--- config.mk ---
export PLATFORM = sky130hd
export DESIGN_NAME = multi_led_ctrl
export DESIGN_NICKNAME = d
export VERILOG_FILES = /design/src/rtl/multi_led_ctrl.sv
export SDC_FILE = /design/constraint.sdc
export NUM_CORES = 1
export LEC_CHECK = 0
export ABC_CLOCK_PERIOD_IN_PS = 3500
export BUFFER_PORTS_ARGS = -buffer_cell sky130_fd_sc_hd__buf_2
export CORE_AREA = 3 3 150 152
export DETAILED_ROUTE_END_ITERATION = 8
export DIE_AREA = 0 0 153 155
export PLACE_DENSITY_LB_ADDON = 0.1
export SYNTH_ARGS = -nofsm -noshare
export SYNTH_HDL_FRONTEND = slang
export SYNTH_SLANG_ARGS = --single-unit
export TNS_END_PERCENT = 100
--- constraint.sdc ---
create_clock -name clk -period 3.5 [get_ports clk]
set_clock_uncertainty 0.2 [all_clocks]
set_input_delay 0.7 -clock clk [delete_from_list [all_inputs] [get_ports clk]]
set_output_delay 0.7 -clock clk [all_outputs]
set_load 0.01 [all_outputs]
--- src/rtl/multi_led_ctrl.sv ---
// Multiplexed seven-segment display controller: shadowed inputs, per-digit scan
// with dead time, leading-zero blanking, per-digit blink and PWM brightness.
module multi_led_ctrl #(
    parameter int unsigned FREQUENCY_IN = 50_000_000,
    parameter int unsigned DIGITS       = 8,
    parameter int unsigned SCAN_HZ      = 1000,
    parameter int unsigned BLINK_HZ     = 2,
    parameter int unsigned DEAD_CYC     = 2
) (
    input  logic                  clk,
    input  logic                  rst,
    input  logic [4*DIGITS-1:0]   bcd_in,
    input  logic [DIGITS-1:0]     dot_in,
    input  logic [DIGITS-1:0]     blink_in,
    input  logic                  blank_lz_in,
    input  logic [3:0]            bright_in,
    input  logic                  update_in,
    output logic [DIGITS-1:0]     seg_cs_out,
    output logic [7:0]            seg_data_out
);

    localparam int unsigned SLOT       = FREQUENCY_IN / (SCAN_HZ * DIGITS);
    localparam int unsigned HALF_BLINK = FREQUENCY_IN / (2 * BLINK_HZ);
    localparam int unsigned SW         = (SLOT > 1) ? $clog2(SLOT) : 1;
    localparam int unsigned DW         = $clog2(DIGITS);
    localparam int unsigned BW         = (HALF_BLINK > 1) ? $clog2(HALF_BLINK) : 1;

    if (SLOT < DEAD_CYC + 1) begin : g_slot_check
        $error("multi_led_ctrl: SLOT must be at least DEAD_CYC+1");
    end
    if (DIGITS < 2 || DIGITS > 16) begin : g_digits_check
        $error("multi_led_ctrl: DIGITS must be in 2..16");
    end

    logic [4*DIGITS-1:0] sh_bcd_q, ds_bcd_q;
    logic [DIGITS-1:0]   sh_dot_q, ds_dot_q;
    logic [DIGITS-1:0]   sh_blink_q, ds_blink_q;
    logic                sh_lz_q, ds_lz_q;
    logic [3:0]          sh_bright_q, ds_bright_q;

    logic [SW-1:0]       slot_q, slot_d;
    logic [DW-1:0]       dig_q, dig_d;
    logic [3:0]          pwm_q, pwm_d;
    logic [BW-1:0]       bcnt_q, bcnt_d;
    logic                blink_on_q, blink_on_d;
    logic                slot_wrap;

    logic [DIGITS-1:0]   cs_q, cs_d;
    logic [7:0]          data_q, data_d;
    logic [DIGITS-1:0]   lz_blank;
    logic [3:0]          nib;
    logic                show;

    function automatic logic [6:0] glyph(input logic [3:0] n);
        case (n)
            4'h0: glyph = 7'h3F;
            4'h1: glyph = 7'h06;
            4'h2: glyph = 7'h5B;
            4'h3: glyph = 7'h4F;
            4'h4: glyph = 7'h66;
            4'h5: glyph = 7'h6D;
            4'h6: glyph = 7'h7D;
            4'h7: glyph = 7'h07;
            4'h8: glyph = 7'h7F;
            4'h9: glyph = 7'h6F;
            4'hA: glyph = 7'h77;
            4'hB: glyph = 7'h7C;
            4'hC: glyph = 7'h39;
            4'hD: glyph = 7'h5E;
            4'hE: glyph = 7'h79;
            default: glyph = 7'h71;
        endcase
    endfunction

    always_comb begin
        slot_wrap  = (slot_q == SW'(SLOT - 1));
        slot_d     = slot_wrap ? '0 : slot_q + 1'b1;
        dig_d      = dig_q;
        if (slot_wrap) begin
            dig_d = (dig_q == DW'(DIGITS - 1)) ? '0 : dig_q + 1'b1;
        end
        pwm_d      = (pwm_q == 4'd14) ? '0 : pwm_q + 1'b1;
        bcnt_d     = bcnt_q + 1'b1;
        blink_on_d = blink_on_q;
        if (bcnt_q == BW'(HALF_BLINK - 1)) begin
            bcnt_d     = '0;
            blink_on_d = ~blink_on_q;
        end
    end

    // Blanking runs from the top digit down and stops at the first significant one.
    always_comb begin
        logic run;
        lz_blank = '0;
        run      = ds_lz_q;
        for (int unsigned i = DIGITS - 1; i >= 1; i--) begin
            if (run && ds_bcd_q[4*i +: 4] == 4'h0 && !ds_dot_q[i]) begin
                lz_blank[i] = 1'b1;
            end else begin
                run = 1'b0;
            end
        end
    end

    always_comb begin
        nib    = ds_bcd_q[{dig_q, 2'b00} +: 4];
        show   = (slot_q >= SW'(DEAD_CYC))
               && !lz_blank[dig_q]
               && !(!blink_on_q && ds_blink_q[dig_q])
               && (pwm_q < ds_bright_q);
        cs_d   = '1;
        data_d = '0;
        if (show) begin
            cs_d[dig_q] = 1'b0;
            data_d      = {ds_dot_q[dig_q], glyph(nib)};
        end
    end

    always_ff @(posedge clk or negedge rst) begin
        if (!rst) begin
            sh_bcd_q    <= '0;
            sh_dot_q    <= '0;
            sh_blink_q  <= '0;
            sh_lz_q     <= 1'b0;
            sh_bright_q <= '0;
            ds_bcd_q    <= '0;
            ds_dot_q    <= '0;
            ds_blink_q  <= '0;
            ds_lz_q     <= 1'b0;
            ds_bright_q <= '0;
            slot_q      <= '0;
            dig_q       <= '0;
            pwm_q       <= '0;
            bcnt_q      <= '0;
            blink_on_q  <= 1'b1;
            cs_q        <= '1;
            data_q      <= '0;
        end else begin
            if (update_in) begin
                sh_bcd_q    <= bcd_in;
                sh_dot_q    <= dot_in;
                sh_blink_q  <= blink_in;
                sh_lz_q     <= blank_lz_in;
                sh_bright_q <= bright_in;
            end
            // Display copy takes the pre-edge shadow, so a strobe on a boundary waits one slot.
            if (slot_wrap) begin
                ds_bcd_q    <= sh_bcd_q;
                ds_dot_q    <= sh_dot_q;
                ds_blink_q  <= sh_blink_q;
                ds_lz_q     <= sh_lz_q;
                ds_bright_q <= sh_bright_q;
            end
            slot_q     <= slot_d;
            dig_q      <= dig_d;
            pwm_q      <= pwm_d;
            bcnt_q     <= bcnt_d;
            blink_on_q <= blink_on_d;
            cs_q       <= cs_d;
            data_q     <= data_d;
        end
    end

    assign seg_cs_out   = cs_q;
    assign seg_data_out = data_q;

endmodule
==> flow_summary.json <==
{
  "status": "complete, no violations",
  "fmax_mhz": 338,
  "cts_tree": "done",
  "placed_cells": 912,
  "final-max-slew-violation-count": 0,
  "syn_avg_cell_area_um2": 12.8,
  "worstPathArrival_ns": 3.10,
  "final_cell_area_um2": 8700,
  "place_area_um2": 8100,
  "post-place-ws_ns": 0.585,
  "final.setup.worst_slack_ns": 0.542,
  "boundaryPins": 72,
  "slew_headroom_pct": 49.3,
  "tns_ns": 0,
  "grt_first_pass_wirelength_um": 26400,
  "clk_pin_slew_ns": 0.07,
  "hold_buffers": 0,
  "gp_congestion": 0.870,
  "cts_num_sinks": 167,
  "leakage_nw": 3.96,
  "synth-edff-count": 0,
  "cts_made_buffers": 17,
  "overflow": 0,
  "drc": 0,
  "critPathCaptureType": "register",
  "post_drt_wl_per_cell_um": 16.9,
  "layout-area-overhead-vs-synth_pct": 16.9,
  "cts_resized": 0,
  "critPathRequiredTime_ns": 3.64,
  "drt_iter0_markers": 173,
  "synth_seq_cells": 167,
  "via_per_inst": 4.97,
  "crit_fanout": 18,
  "first_pass_iters": 4,
  "finalHoldViolations": 0,
  "hold_class": "in2async",
  "ant_nets": 0,
  "cap_violations": 0,
  "post_cts_buffers": 0,
  "fin_util_pct": 41.1,
  "die_h_um": 155,
  "antenna_found_initial": 0,
  "wirelength_um": 16000,
  "die_w_um": 153,
  "powerDensity_nw_per_um2": 466,
  "grt_max_degree": 80,
  "synth_ff_type": "dfrtp_1",
  "yosysWarnings": 0,
  "die_area_um2": 23700,
  "start_util_pct": 35.2,
  "ir_worst_vdd_mv": 0.235,
  "grt_pass1_vias": 4902,
  "drive_above_1_share_pct": 36.3,
  "syn_area_um2": 7440,
  "layout_common_cells": "dfrtp_1 (158), mux2_2 (107), buf_2 (70), nor2_1 (44), nand2_1 (26)",
  "layout_commonest_cell": "dfrtp_1",
  "setup_viol": 0,
  "numPortBuffers": 71,
  "dp_hpwl_um": 11500,
  "track_usage_pct": 14.0,
  "startpoint_type": "register",
  "coreArea_um2": 21200,
  "rsz0062_at_grt": "no",
  "synthArstFlopShare_pct": 100,
  "path_class": "reg2reg",
  "antenna_cells": 0,
  "syn_nets": 653,
  "synth_seq_area_share_pct": 56.3,
  "crit_start": "dig_q[2]$_DFFE_PN0N_",
  "num-nets-final": 726,
  "clk_latency_ns": 0.43,
  "cts_root_buffer": "clkbuf_16",
  "r2r-start": "dig_q[2]$_DFFE_PN0N_",
  "rows": 53,
  "fin_cells": 944,
  "worst_pin_slew_ns": 0.760,
  "htree_levels": 4,
  "yosysUniqueCellTypes": 59,
  "via_count": 4687,
  "fin_crit_sh_pct": 84.5,
  "fin_crit_ns": 2.96,
  "netlist_instances": 583,
  "clock_path_buffers": 2
}
==> per-stage QoR <==
step	hold WS, ns	total power, mW
final	0.134	4.05
after global routing	0.179	4.24
after detailed placement	0.278	2.23
after floorplan	0.204	2.12
after global placement	0.271	2.22
after CTS	0.155	4.13
==> worst paths after layout <==
path                                               to  slack (ns)  depth (start not counted)
hold / removal                    slot_q[6]$_DFF_PN0_        0.13                          1
setup / recovery            seg_data_out[3]$_DFF_PN0_        0.54                          8
setup reg to reg            seg_data_out[3]$_DFF_PN0_        0.54                          8
min in group clk           ds_bright_q[1]$_DFFE_PN0N_        0.28                          2
hold reg to reg            ds_bright_q[1]$_DFFE_PN0N_        0.28                          2
max in group asynchronous     ds_bcd_q[8]$_DFFE_PN0N_        2.25                          2
==> registers in the layout, indices dropped and copies added (netlist names), 8 cells and up <==
signal and count:
bcnt_q 24, ds_bcd_q 32, ds_blink_q 8, ds_dot_q 8, seg_cs_out 8, seg_data_out 8, sh_bcd_q 32, sh_blink_q 8
sh_dot_q 8, slot_q 13
==> layout make-up <==
| cell class | instances | area (um^2) |
|---|---|---|
| Fill cell | 2021 | 12500 |
| Sequential cell | 167 | 4190 |
| Multi-Input combinational cell | 377 | 3060 |
| Timing Repair Buffer | 79 | 459 |
| Clock buffer | 17 | 425 |
| Tap cell | 275 | 344 |
| Clock inverter | 15 | 170 |
| Inverter | 14 | 52.6 |
==> where the power goes <==
part	leakage [nW]	switching, mW	internal [mW]
clock	0.287	0.799	1.07
combinational	1.53	0.0725	0.0822
sequential	2.15	0.0360	1.99
==> worst max-delay path: stages, from the launching register on <==
cell and delay (ns):
dfrtp_1 0.77, inv_1 0.36, a221o_1 0.34, a21oi_1 0.41, inv_1 0.13, ha_1 0.25, mux2i_1 0.13, nor2_1 0.06
a211oi_2 0.21
==> layer usage <==
| metal | share of wire, % | wire [um] | track usage (%) |
|---|---|---|---|
| met1 | 46 | 7290 | 18.4 |
| met2 | 50 | 7960 | 23.1 |
| met3 | 3.7 | 589 | 3.62 |
| met4 | 0.91 | 146 | 4.24 |
| met5 | 0 | 0 | 0 |
==> synthesized netlist by cell type (14+ instances only) <==
master | n | area share, %
xor2_1 | 18 | 2.1
nand4_1 | 14 | 1.2
nand2_1 | 26 | 1.3
o21ai_0 | 14 | 0.94
dfrtp_1 | 158 | 53
xnor2_1 | 16 | 1.9
mux2_2 | 107 | 16
nand3_1 | 16 | 1.1
mux2i_1 | 14 | 1.9
ha_1 | 14 | 2.4
nor2_1 | 44 | 2.2
inv_1 | 14 | 0.71
==> cell families (layout without fill, tap and decap cells) <==
| kind of cell | after synthesis | in the layout | synth area share (%) |
|---|---|---|---|
| AOI/OAI and AO/OA | 54 | 54 | 5.75 |
| buffers and inverters | 39 | 125 | 2.66 |
| and+or+nand+nor | 154 | 154 | 10.8 |
| xor gates and xnor gates | 34 | 34 | 4.00 |
| adders and majority gates | 14 | 14 | 2.35 |
| DFF | 167 | 167 | 56.3 |
| muxes | 121 | 121 | 18.1 |
Note: power is estimated with default switching activity, not from simulation.
